[src/rtl/rd_data_stage_mb_pkg.sv]
// -----------------------------------------------------------------------------
// rd_data_stage_mb_pkg
// Shared encodings for the read-data stage:
//   - rd_src operand-source select codes
//   - rd_wrap high-byte address increment modes (6502 style)
//   - control-bundle field offsets, counted down from the MSB of the bundle
//   - FSM state encoding
// -----------------------------------------------------------------------------
package rd_data_stage_mb_pkg;

    typedef enum logic [1:0] {
        RDSRC_ZERO = 2'd0,
        RDSRC_DAT  = 2'd1,
        RDSRC_MEM  = 2'd2,
        RDSRC_FWD  = 2'd3
    } rd_src_e;

    // Code 3 is reserved and behaves as linear.
    typedef enum logic [1:0] {
        WRAP_LIN  = 2'd0,
        WRAP_PAGE = 2'd1,
        WRAP_ZP   = 2'd2,
        WRAP_RSVD = 2'd3
    } rd_wrap_e;

    typedef enum logic {
        IDLE     = 1'b0,
        FETCH_HI = 1'b1
    } state_e;

    // Control-bundle header layout, top bits down:
    //   [CTRL_IN_W-1 : CTRL_IN_W-2] rd_src
    //   [CTRL_IN_W-3]               rd_word
    //   [CTRL_IN_W-4 : CTRL_IN_W-5] rd_wrap
    // Each offset is the distance of the field's LSB below CTRL_IN_W.
    localparam int RDSRC_OFS  = 2;
    localparam int RDWORD_OFS = 3;
    localparam int RDWRAP_OFS = 5;
    localparam int CTRL_HDR_W = 5;

endpackage

[src/rtl/mux4.sv]
// -----------------------------------------------------------------------------
// mux4
// Generic 4:1 multiplexer.
//   sel  in  2  select
//   d0..d3 in W data inputs
//   y    out W  selected input
// -----------------------------------------------------------------------------
module mux4 #(
    parameter int W = 16
) (
    input  logic [1:0]   sel,
    input  logic [W-1:0] d0,
    input  logic [W-1:0] d1,
    input  logic [W-1:0] d2,
    input  logic [W-1:0] d3,
    output logic [W-1:0] y
);

    always_comb begin
        case (sel)
            2'd0:    y = d0;
            2'd1:    y = d1;
            2'd2:    y = d2;
            default: y = d3;
        endcase
    end

endmodule

[src/rtl/rd_adr_inc.sv]
// -----------------------------------------------------------------------------
// rd_adr_inc
// Combinational high-byte address generator for two-byte reads.
//   eff_adr  in  ADR_W  address of the low byte
//   rd_wrap  in  2      increment mode (linear / page-wrap / zero-page)
//   hi_adr   out ADR_W  address of the high byte
// Page-wrap reproduces the 6502 JMP (ind) quirk: the carry out of the low
// address byte is dropped, so 0x12FF pairs with 0x1200.
// -----------------------------------------------------------------------------
module rd_adr_inc
    import rd_data_stage_mb_pkg::*;
#(
    parameter int ADR_W = 16
) (
    input  logic [ADR_W-1:0] eff_adr,
    input  logic [1:0]       rd_wrap,
    output logic [ADR_W-1:0] hi_adr
);

    logic [7:0] lo_inc;

    assign lo_inc = eff_adr[7:0] + 8'd1;

    always_comb begin
        // NOTE: hi_adr gets a value on every path (default arm included), so no latch is inferred.
        case (rd_wrap_e'(rd_wrap))
            WRAP_PAGE: hi_adr = {eff_adr[ADR_W-1:8], lo_inc};
            WRAP_ZP:   hi_adr = ADR_W'(lo_inc);
            default:   hi_adr = eff_adr + ADR_W'(1);
        endcase
    end

endmodule

[src/rtl/rd_data_stage_mb.sv]
// -----------------------------------------------------------------------------
// rd_data_stage_mb
// Read-data pipeline stage. Selects the operand (zero, pass-through, memory,
// forwarded) and can assemble a little-endian word from two byte reads over
// the 8-bit memory port, holding upstream via busy_o while the high byte is
// fetched.
//
// Ports:
//   clk_i, rst_i             clock, synchronous active-low reset
//   gbl_stl_i, mem_stl_i     stalls: every register holds
//   wait_to_fill_pipe_i      bubble: outputs hold, vld_o drops
//   dat_i, forwd_i           pass-through / forwarded operands
//   eff_adr_i                effective (low-byte) address
//   control_signal_i         {rd_src, rd_word, rd_wrap, ..., passthrough bits}
//   mem_rd_dat_i             memory data, valid the same cycle as the address
//   control_signal_o, dat_o, eff_adr_o, vld_o   registered results
//   mem_rd_adr_o, mem_rd_en_o                   combinational memory request
//   busy_o                   high in FETCH_HI; upstream holds its inputs
//
// Optional: define RDDATA_DEBUG_EN to add debug_o = {state, busy_o, mem_rd_adr_o}.
// -----------------------------------------------------------------------------
module rd_data_stage_mb
    import rd_data_stage_mb_pkg::*;
#(
    parameter int DATA_W     = 16,
    parameter int ADR_W      = 16,
    parameter int MEM_W      = 8,
    parameter int CTRL_IN_W  = 24,
    parameter int CTRL_OUT_W = 16
) (
    input  logic                  clk_i,
    input  logic                  rst_i,
    input  logic                  gbl_stl_i,
    input  logic                  wait_to_fill_pipe_i,
    input  logic [DATA_W-1:0]     dat_i,
    input  logic [DATA_W-1:0]     forwd_i,
    input  logic [ADR_W-1:0]      eff_adr_i,
    input  logic [CTRL_IN_W-1:0]  control_signal_i,
    input  logic                  mem_stl_i,
    input  logic [MEM_W-1:0]      mem_rd_dat_i,
    output logic [CTRL_OUT_W-1:0] control_signal_o,
    output logic [DATA_W-1:0]     dat_o,
    output logic [ADR_W-1:0]      eff_adr_o,
    output logic [ADR_W-1:0]      mem_rd_adr_o,
    output logic                  mem_rd_en_o,
    output logic                  busy_o,
    output logic                  vld_o
`ifdef RDDATA_DEBUG_EN
    ,
    output logic [ADR_W+1:0]      debug_o
`endif
);

    // ---------------------------------------------------------------- decode
    rd_src_e    rd_src;
    logic       rd_word;
    logic [1:0] rd_wrap;

    assign rd_src  = rd_src_e'(control_signal_i[CTRL_IN_W-RDSRC_OFS +: 2]);
    assign rd_word = control_signal_i[CTRL_IN_W-RDWORD_OFS];
    assign rd_wrap = control_signal_i[CTRL_IN_W-RDWRAP_OFS +: 2];

    // Bundle bits between the header and the forwarded field are not used here.
    generate
        if (CTRL_OUT_W < CTRL_IN_W - CTRL_HDR_W) begin : g_spare
            logic unused_ctrl;
            assign unused_ctrl = ^control_signal_i[CTRL_IN_W-CTRL_HDR_W-1:CTRL_OUT_W];
        end
    endgenerate

    logic stall;
    logic adv;

    assign stall = gbl_stl_i | mem_stl_i;
    assign adv   = ~stall & ~wait_to_fill_pipe_i;

    // ------------------------------------------------------------ state/regs
    state_e            state_q;
    state_e            state_d;
    logic [MEM_W-1:0]  lo_q;
    logic              lo_en;
    logic              cap_en;
    logic [DATA_W-1:0] dat_d;

    // ------------------------------------------------------------- datapath
    logic [ADR_W-1:0]  hi_adr;
    logic [DATA_W-1:0] mux_y;
    logic [DATA_W-1:0] mem_byte;
    logic [DATA_W-1:0] mem_word;

    rd_adr_inc #(.ADR_W(ADR_W)) u_adr_inc (
        .eff_adr (eff_adr_i),
        .rd_wrap (rd_wrap),
        .hi_adr  (hi_adr)
    );

    // Memory data is zero-extended; the word is little-endian {hi, lo}.
    assign mem_byte = DATA_W'(mem_rd_dat_i);
    assign mem_word = DATA_W'({mem_rd_dat_i, lo_q});

    mux4 #(.W(DATA_W)) u_src_mux (
        .sel (rd_src),
        .d0  ('0),
        .d1  (dat_i),
        .d2  (mem_byte),
        .d3  (forwd_i),
        .y   (mux_y)
    );

    // ---------------------------------------------------- memory request
    assign busy_o       = (state_q == FETCH_HI);
    assign mem_rd_adr_o = busy_o ? hi_adr : eff_adr_i;
    // In IDLE the read is suppressed during a fill bubble since nothing consumes it.
    assign mem_rd_en_o  = busy_o | ((rd_src == RDSRC_MEM) & ~wait_to_fill_pipe_i);

    // ------------------------------------------------------ next-state/ctrl
    always_comb begin
        // NOTE: every signal driven here gets a default first, so no path leaves one unassigned (no latch).
        state_d = state_q;
        lo_en   = 1'b0;
        cap_en  = 1'b0;
        dat_d   = mux_y;
        case (state_q)
            IDLE: begin
                if (adv) begin
                    if ((rd_src == RDSRC_MEM) && rd_word) begin
                        lo_en   = 1'b1;
                        state_d = FETCH_HI;
                    end else begin
                        cap_en = 1'b1;
                    end
                end
            end
            FETCH_HI: begin
                dat_d = mem_word;
                if (adv) begin
                    cap_en  = 1'b1;
                    state_d = IDLE;
                end
            end
            default: state_d = IDLE;
        endcase
    end

    // ------------------------------------------------------- state register
    always_ff @(posedge clk_i) begin
        // NOTE: non-blocking assignments, so every register samples pre-edge values regardless of block order.
        if (!rst_i) begin
            state_q <= IDLE;
        end else begin
            state_q <= state_d;
        end
    end

    // -------------------------------------------------------- output regs
    always_ff @(posedge clk_i) begin
        if (!rst_i) begin
            lo_q             <= '0;
            dat_o            <= '0;
            eff_adr_o        <= '0;
            control_signal_o <= '0;
            vld_o            <= 1'b0;
        end else begin
            if (lo_en) begin
                lo_q <= mem_rd_dat_i;
            end
            if (cap_en) begin
                dat_o            <= dat_d;
                eff_adr_o        <= eff_adr_i;
                control_signal_o <= control_signal_i[CTRL_OUT_W-1:0];
                vld_o            <= 1'b1;
            end else if (!stall) begin
                // Advancing into FETCH_HI or sitting in a fill bubble: no new result.
                vld_o <= 1'b0;
            end
        end
    end

`ifdef RDDATA_DEBUG_EN
    assign debug_o = {state_q, busy_o, mem_rd_adr_o};
`else
    // Debug tap not built.
`endif

endmodule

[config.mk]
export PLATFORM = sky130hd
export DESIGN_NAME = rd_data_stage_mb
export DESIGN_NICKNAME = d
export VERILOG_FILES = /design/src/rtl/rd_data_stage_mb_pkg.sv /design/src/rtl/mux4.sv /design/src/rtl/rd_adr_inc.sv /design/src/rtl/rd_data_stage_mb.sv
export SDC_FILE = /design/constraint.sdc
export NUM_CORES = 1
export LEC_CHECK = 0
export ABC_AREA = 1
export CAP_MARGIN = 10
export CORE_MARGIN = 3
export CORE_UTILIZATION = 43
export CTS_CLUSTER_DIAMETER = 120
export DETAILED_ROUTE_END_ITERATION = 10
export PLACE_DENSITY_LB_ADDON = 0.25
export SLEW_MARGIN = 20
export SYNTH_ARGS = -nofsm -noshare
export SYNTH_HDL_FRONTEND = slang
export SYNTH_SLANG_ARGS = --single-unit
export TNS_END_PERCENT = 5
[constraint.sdc]
create_clock -name clk_i -period 3.3 [get_ports clk_i]
set_clock_uncertainty 0.15 [all_clocks]
set_input_delay 0.33 -clock clk_i [delete_from_list [all_inputs] [get_ports clk_i]]
set_output_delay 0.33 -clock clk_i [all_outputs]
set_load 0.05 [all_outputs]
==> impl_metrics.tcl <==
set metrics [dict create \
    run_status "finished, final reports clean" \
    ctsResizeCount 0 \
    period_share_pct 84.7 \
    wirelength_mm 8.60 \
    fin_ws_ns 0.505 \
    required_ns 2.82 \
    cp.arrival_ns 2.31 \
    fmax_ghz 0.358 \
    rsz0062_at_grt "false" \
    ys_seq_elements 58 \
    ir_drop_v 0.000278 \
    drv_cap 0 \
    post_cts_buffers 0 \
    grt_overflow 0 \
    io_pins 152 \
    final-hold-violation-count 0 \
    grt_pass1_vias 3138 \
    synth_warnings 0 \
    drtPass1Iterations 4 \
    initial_core_util_pct 44.9 \
    num_rows 29 \
    synth_edf_count 0 \
    synthFlopType "dfxtp_1" \
    coreArea_um2 6460 \
    dp_hpwl_mm 6.49 \
    fill_cells 546 \
    yosysSeqAreaShare_pct 40.0 \
    syn_area_um2 2900 \
    post-route-util_pct 71.4 \
    place_congestion 0.837 \
    syn_to_final_growth_pct 59.0 \
    yosysTopAreaCell "dfxtp_1" \
    drive_gt1_share_pct 6.63 \
    placed_area_um2 4410 \
    synthMostInstantiatedCell "nand2_1" \
    leakagePower_uw 0.00211 \
    cts_root_buf "clkbuf_8" \
    place_ws_ns 0.532 \
    path_class "in2out" \
    clk_path_buf_depth 2 \
    syn_area_per_cell_um2 6.35 \
    drv_slew 0 \
    synthCells 457 \
    die_y_um 88.2 \
    insertion_delay_ns 0.32 \
    synth_commonest_cells "nand2_1, dfxtp_1, inv_1" \
    diodes 0 \
    holdBufCountCts 0 \
    synth_top_area_share_pct 40.0 \
    chipWidth_um 88.2 \
    antenna_found_initial 0 \
    setup_tns_ns 0 \
    stdcell_area_um2 4610 \
    layout.nets 687 \
    tightestPinTransition_ns 0.949 \
    drt-wirelength-per-cell_um 12.7 \
    first_iter_violations 128 \
    grt_max_degree 49 \
    cts_sinks 58 \
    numPortBuffers 148 \
    finalCriticalPeriod_ns 2.79 \
    drcViolationCount 0 \
    vias 3289 \
    cts_buffers 9 \
    startpoint_type "input port" \
    ant_nets 0 \
    yosys-top-cells-area "dfxtp_1, nand2_1, inv_1" \
    synthesis.nets 545 \
    maxSlewHeadroom_pct 36.5 \
    async_flop_share_pct 0 \
    setup.worst_path.end_class "primary output" \
    track_usage_pct 22.5 \
    setup_viol 0 \
    drt-vias-per-instance 4.84 \
    synth.distinct_cells 24 \
    grt_pass1_wl_mm 13.9 \
    cts_max_level 3 \
    hold_class "reg2reg" \
    die_area_um2 7770 \
    cts_tree "done" \
    clk_pin_slew_ns 0.07 \
    cp_max_fo 4 \
    p_per_area_nw_per_um2 400 \
]
==> cells by family after synthesis <==
logic type | Yosys count | share of synthesized area [%]
AND/OR/NAND/NOR | 288 | 40.8
XOR/XNOR | 2 | 0.604
buffers and inverters | 63 | 9.61
adder cells (fa/ha/maj) | 3 | 1.29
AO/OA/AOI/OAI | 43 | 7.67
flip-flops | 58 | 40.0
==> layer usage <==
metal	wire (um)	track usage, %	vias to the layer above
met4	36	6.46	0
met2	4080	37.8	135
met1	3600	27.1	1444
met5	0	0	-
met3	888	7.90	6
li1	-	-	1704
==> state kept, by name (all words and copies together), names as in the netlist <==
| signal | flops |
|---|---|
| vld_o | 1 |
| control_signal_o | 16 |
| busy_o | 1 |
| dat_o | 16 |
| lo_q | 8 |
| eff_adr_o | 16 |
==> cells in the final DEF, fill, tap and decap left out, types with 2 or more instances in the layout <==
master | synthesis | final
dfxtp_1 | 58 | 58
nand4_1 | 11 | 11
clkdlybuf4s50_1 | 0 | 135
xor2_1 | 2 | 2
inv_1 | 42 | 42
nand3_1 | 22 | 22
nand2_2 | 2 | 2
ha_1 | 3 | 3
nand2_1 | 208 | 208
o22ai_1 | 2 | 2
buf_4 | 2 | 10
inv_2 | 2 | 2
nor2_1 | 37 | 37
buf_12 | 0 | 5
clkbuf_8 | 0 | 11
a211oi_1 | 2 | 2
a21oi_1 | 13 | 13
o21ai_0 | 26 | 26
nor2_4 | 4 | 4
==> power breakdown <==
group	leakage [uW]	total [uW]	internal, uW	switching (uW)
clock network	0.000101	668	386	282
registers	0.000471	733	722	11.0
logic	0.00154	443	187	256
total	0.00211	1840	1290	549
==> worst max-delay path, stage by stage <==
cell and delay [ns]:
clkdlybuf4s50_1 0.57, ha_1 0.20, nand2_1 0.07, nor2_1 0.17, inv_1 0.08, nor2_1 0.20, nand2_1 0.11, o21ai_0 0.38
buf_12 0.20
==> worst paths after layout <==
check                                   start                          endpoint  slack [ns]  cells after the start
max                              eff_adr_i[0]                   mem_rd_adr_o[8]        0.51                      9
min          control_signal_o[0]$_SDFFE_PN0P_  control_signal_o[0]$_SDFFE_PN0P_        0.30                      2
max reg2reg                 busy_o$_SDFF_PN0_             dat_o[4]$_SDFFE_PN0P_        1.06                      8
min reg2reg  control_signal_o[0]$_SDFFE_PN0P_  control_signal_o[0]$_SDFFE_PN0P_        0.30                      2
==> cell type report <==
type / instances / area, um^2 / area share [%]
Timing Repair Buffer: 150 / 1530 / 33.1
Multi-Input combinational cell: 336 / 1460 / 31.7
Sequential cell: 58 / 1160 / 25.2
Inverter: 44 / 165 / 3.58
Clock buffer: 11 / 151 / 3.28
Tap cell: 77 / 96.3 / 2.09
Clock inverter: 4 / 51.3 / 1.11
==> metrics by stage <==
step | hold slack (ns) | total power [uW] | std cells
after floorplan | 0.279 | 986 | 457
after global placement | 0.286 | 1190 | 665
after detailed placement | 0.288 | 1190 | 665
after CTS | 0.303 | 1870 | 680
after global routing | 0.320 | 1930 | 680
final | 0.300 | 1840 | 680
Note: power is estimated with default switching activity, not from simulation.
==> patch 1, RTL diff (same flow settings) <==
Reset style: asynchronous (`rst_i`), changed in 2 clocked blocks. Comments in the files are not updated.
--- a/src/rtl/rd_data_stage_mb.sv
+++ b/src/rtl/rd_data_stage_mb.sv
@@ -144,5 +144,5 @@
 
     // ------------------------------------------------------- state register
-    always_ff @(posedge clk_i) begin
+    always_ff @(posedge clk_i or negedge rst_i) begin
         // NOTE: non-blocking assignments, so every register samples pre-edge values regardless of block order.
         if (!rst_i) begin
@@ -154,5 +154,5 @@
 
     // -------------------------------------------------------- output regs
-    always_ff @(posedge clk_i) begin
+    always_ff @(posedge clk_i or negedge rst_i) begin
         if (!rst_i) begin
             lo_q             <= '0;
Function: differs if rst_i is asserted again (counterexample within 4 cycles, from zero or initial values and one cycle with rst_i low); with rst_i held inactive, the same outputs for 10 cycles.
==> patch 1 against the unedited design <==
Sequential cell count unchanged; routed wire length up 8.1%; worst setup slack worse by 0.052 ns; critical endpoint is now mem_rd_adr_o[7]; register-to-register slack better by 0.06 ns; cell count up 0.88%; count of clock-buffer cells in the layout unchanged; synthesized cell count down 4.4%; synthesized area up 10%; final area up 6.6%.
Power is not compared: it rests on default switching activity, and its combinational part moved more than twofold at a synthesized area within 25%.
==> patch 1: results (changes against the unedited design) <==
synth_commonest_cells: "nand2_1, dfrtp_1, inv_1"
synth_flop_cell: "dfrtp_1"
synth.area.top_cells: "dfrtp_1, nand2_1, inv_1"
hold_start: "control_signal_o[7]$_DFFE_PN0P_"
worstMarginPinSlew_ns: 0.866  # -0.0830 ns
whs_ns: 0.329  # +0.0293 ns
cts_buffers: 9  # unchanged
fill_cells: 604  # +11%
wl_met1_um: 4040  # +12%
yosysSeqAreaShare_pct: 45.3  # +5.3 points
grt_max_degree: 39  # -20%
grt_use_met3_pct: 5.20  # -2.7 points
dr_wl_met3_um: 643  # -28%
dpl_cell_area_um2: 4690  # +6.4%
hp-class: "reg -> reg"
final_nets: 673  # -2.0%
grt_pass1_wl_um: 15300  # +9.9%
place_hpwl_um: 7010  # +8.0%
postCtsHoldBufs: 1  # +1
total_leakage_power_nw: 2.42
crit_arrival_ns: 2.37  # +0.06 ns
cp_slowest_cell: "clkdlybuf4s50_1"
synth_cell_types: 33  # +38%
synthArstFlopShare_pct: 100  # +100 points
syn_avg_cell_area_um2: 7.34  # +15%
hold_end: "control_signal_o[7]$_DFFE_PN0P_"
use_met2_pct: 36.3  # -1.5 points
grt_use_total_pct: 22.2  # -0.25 points
syn_nets: 525  # -3.7%
fin_crit_sh_pct: 86.2  # +1.6 points
grt_pass1_vias: 3248  # +3.5%
met2_length_um: 4500  # +10%
r2r-end: "dat_o[1]$_DFFE_PN0P_"
dp_slack_ns: 0.466  # -0.0661 ns
drt_wl_total_um: 9310  # +8.1%
final_area_um2: 4920  # +6.6%
first_iter_violations: 182  # +42%
p_total_mw: 2.74
critical_path.endpoint: "mem_rd_adr_o[7]"
port_buffers: 148  # unchanged
status: "complete, no violations"
reg2reg_setup_slack_ns: 1.12  # +0.06 ns
critPathLaunch: "control_signal_i[19]"
layout-drive-gt1-share_pct: 9.66  # +3.0 points
reg2reg_from: "busy_o$_DFF_PN0_"
worstPathMaxFanout: 6  # +2
wl_per_cell_um: 13.6  # +7.2%
grt_use_met1_pct: 28.7  # +1.6 points
slowest_delay_ns: 0.48  # -0.09 ns
vias_per_cell: 4.84  # +0.15%
synth_top_cell_area_share_pct: 45.3  # +5.3 points
patch 1: cell count changes after synthesis, moves of 3 or more:
cell	delta
dfrtp_1	+58
dfxtp_1	-58
nand2_1	-30
nand3_1	-16
a21oi_1	+15
nand4_1	-8
nor3_1	+6
o21ai_2	+5
nor2_2	+4
o21ai_1	+4
a21oi_2	+3
clkbuf_1	-3
nor2_1	-3
nor2_4	-3
patch 1: cells by family (layout without fill, tap and decap cells):
kind of cell | after synthesis | in the layout | share of synthesized area (%)
buffers and inverters | 63 | 216 | 9.02
AOI/OAI and AO/OA | 70 | 70 | 12.5
adders and majority gates | 3 | 3 | 1.17
and+or+nand+nor | 240 | 240 | 31.2
DFF | 58 | 58 | 45.3
xor gates and xnor gates | 3 | 3 | 0.820
patch 1: layout make-up:
cell class | count | area share, %
repair buffers | 153 | 30.2
multi-input cells | 316 | 29.8
flip-flops and latches | 58 | 29.5
inverters | 47 | 3.64
clock buffers | 11 | 2.87
well taps | 96 | 2.44
clock inverters | 5 | 1.58
==> patch 2, RTL diff (same settings) <==
Made on the original files. The parameter `CTRL_OUT_W` goes from 16 to 24.
--- a/src/rtl/rd_data_stage_mb.sv
+++ b/src/rtl/rd_data_stage_mb.sv
@@ -27,5 +27,5 @@
     parameter int MEM_W      = 8,
     parameter int CTRL_IN_W  = 24,
-    parameter int CTRL_OUT_W = 16
+    parameter int CTRL_OUT_W = 24
 ) (
     input  logic                  clk_i,
Ports: changed (resized control_signal_o); port bits go from 152 to 160. No check against the original RTL was run, so the function may have changed too.
==> patch 2 against the unedited design <==
Cell count is 13% higher; total power grew 26%; worst setup slack got worse by 0.0022 ns; sequential cell count rose by 8; routed wire length increased by 21%; final area up 12%; synthesized area up 13%; critical endpoint is now mem_rd_adr_o[4].
==> patch 2: results (changes against the unedited design) <==
status: "complete, no violations"
seq_power_mw: 0.851  # +16%
synth.area.top_cells: "dfxtp_1, nand2_1, nor2_1"
layout-drive-gt1-share_pct: 6.89  # +0.25 points
htree_levels: 3  # unchanged
critPathLaunch: "control_signal_i[19]"
syn_nets: 602  # +10%
clock_power_share_pct: 39.1  # +2.9 points
grt_use_met3_pct: 5.87  # -2.0 points
clk_latency_ns: 0.33
hold_end: "vld_o$_SDFFE_PN0P_"
gp_congestion: 0.831  # -0.68%
grt_pass1_wl_um: 17400  # +25%
grt_pass1_vias: 3702  # +18%
fin_ws_ns: 0.503  # -0.00216 ns
cts_resized: 0  # unchanged
place_hpwl_um: 7540  # +16%
synth_flop_cell: "dfxtp_1"
internal-power_mw: 1.64  # +26%
crit_family: "buffers and inverters"
vias_per_cell: 4.93  # +1.9%
use_met2_pct: 40.0  # +2.2 points
num_antenna_cells: 0  # unchanged
clk_pin_slew_ns: 0.07  # about the same
grt_max_degree: 77  # +57%
yosysSeqAreaShare_pct: 40.2  # +0.24 points
reg2reg_from: "busy_o$_SDFF_PN0_"
reg2reg_setup_slack_ns: 1.24  # +0.18 ns
port_buffers: 159  # +7.4%
grt_use_met1_pct: 33.0  # +5.9 points
grt_use_total_pct: 24.8  # +2.4 points
synth_commonest_cells: "nand2_1, nor2_1, dfxtp_1"
worstMarginPinSlew_ns: 0.886  # -0.0626 ns
dpl_cell_area_um2: 4890  # +11%
hold_start: "vld_o$_SDFFE_PN0P_"
fill_cells: 621  # +14%
crit_arrival_ns: 2.32
drtPass1Iterations: 5  # +1
reg2reg_depth: 9  # +1
critical_path.endpoint: "mem_rd_adr_o[4]"
whs_ns: 0.336  # +0.0358 ns
r2r-end: "control_signal_o[22]$_SDFFE_PN0P_"
final_nets: 751  # +9.3%
top_regs: "control_signal_o x24, dat_o x16, eff_adr_o x16"
placed_cells: 751  # +13%
dp_slack_ns: 0.506  # -0.0261 ns
power_density_nw_per_um2: 451  # +13%
slowest_delay_ns: 0.49  # -0.08 ns
total_leakage_power_nw: 2.31  # +9.1%
fin_cells: 767  # +13%
synthCells: 514  # +12%
worstPathMaxFanout: 6  # +2
ir_drop_v: 0.000292  # +5.1%
antenna_found_initial: 0  # unchanged
drt_wl_total_um: 10400  # +21%
first_iter_violations: 208  # +63%
seqCellArea_um2: 1320  # +14%
cts_buffers: 9  # unchanged
synthArstFlopShare_pct: 0  # unchanged
cts_buffer_depth: 2  # unchanged
patch 2: changes by cell type after synthesis, moves of 4 or more:
cell,change
nand2_1,-79
nor2_1,+67
o21ai_1,+22
a21oi_1,+21
o21ai_0,+19
clkbuf_1,+9
dfxtp_1,+8
nand4_1,-8
nand3_1,+6
inv_1,-4
patch 2: kinds of logic after synthesis:
group | after synthesis | share of synthesized area [%]
buffers and inverters | 67 | 8.57
XOR/XNOR | 2 | 0.534
AO/OA/AOI/OAI | 102 | 15.8
adder cells (fa/ha/maj) | 3 | 1.14
AND/OR/NAND/NOR | 274 | 33.7
flip-flops | 66 | 40.2
patch 2: layout make-up:
class,instances,area share [%]
Tap cell,99,2.40
Sequential cell,66,25.6
Multi-Input combinational cell,381,32.6
Clock inverter,6,2.67
Inverter,42,3.06
Clock buffer,10,2.48
Timing Repair Buffer,163,31.2
patch 2: per-layer routing:
layer | wire length (µm) | share of wire, %
met5 | 0 | 0
met4 | 116 | 1.1
met3 | 943 | 9.0
met2 | 4820 | 46
met1 | 4540 | 44
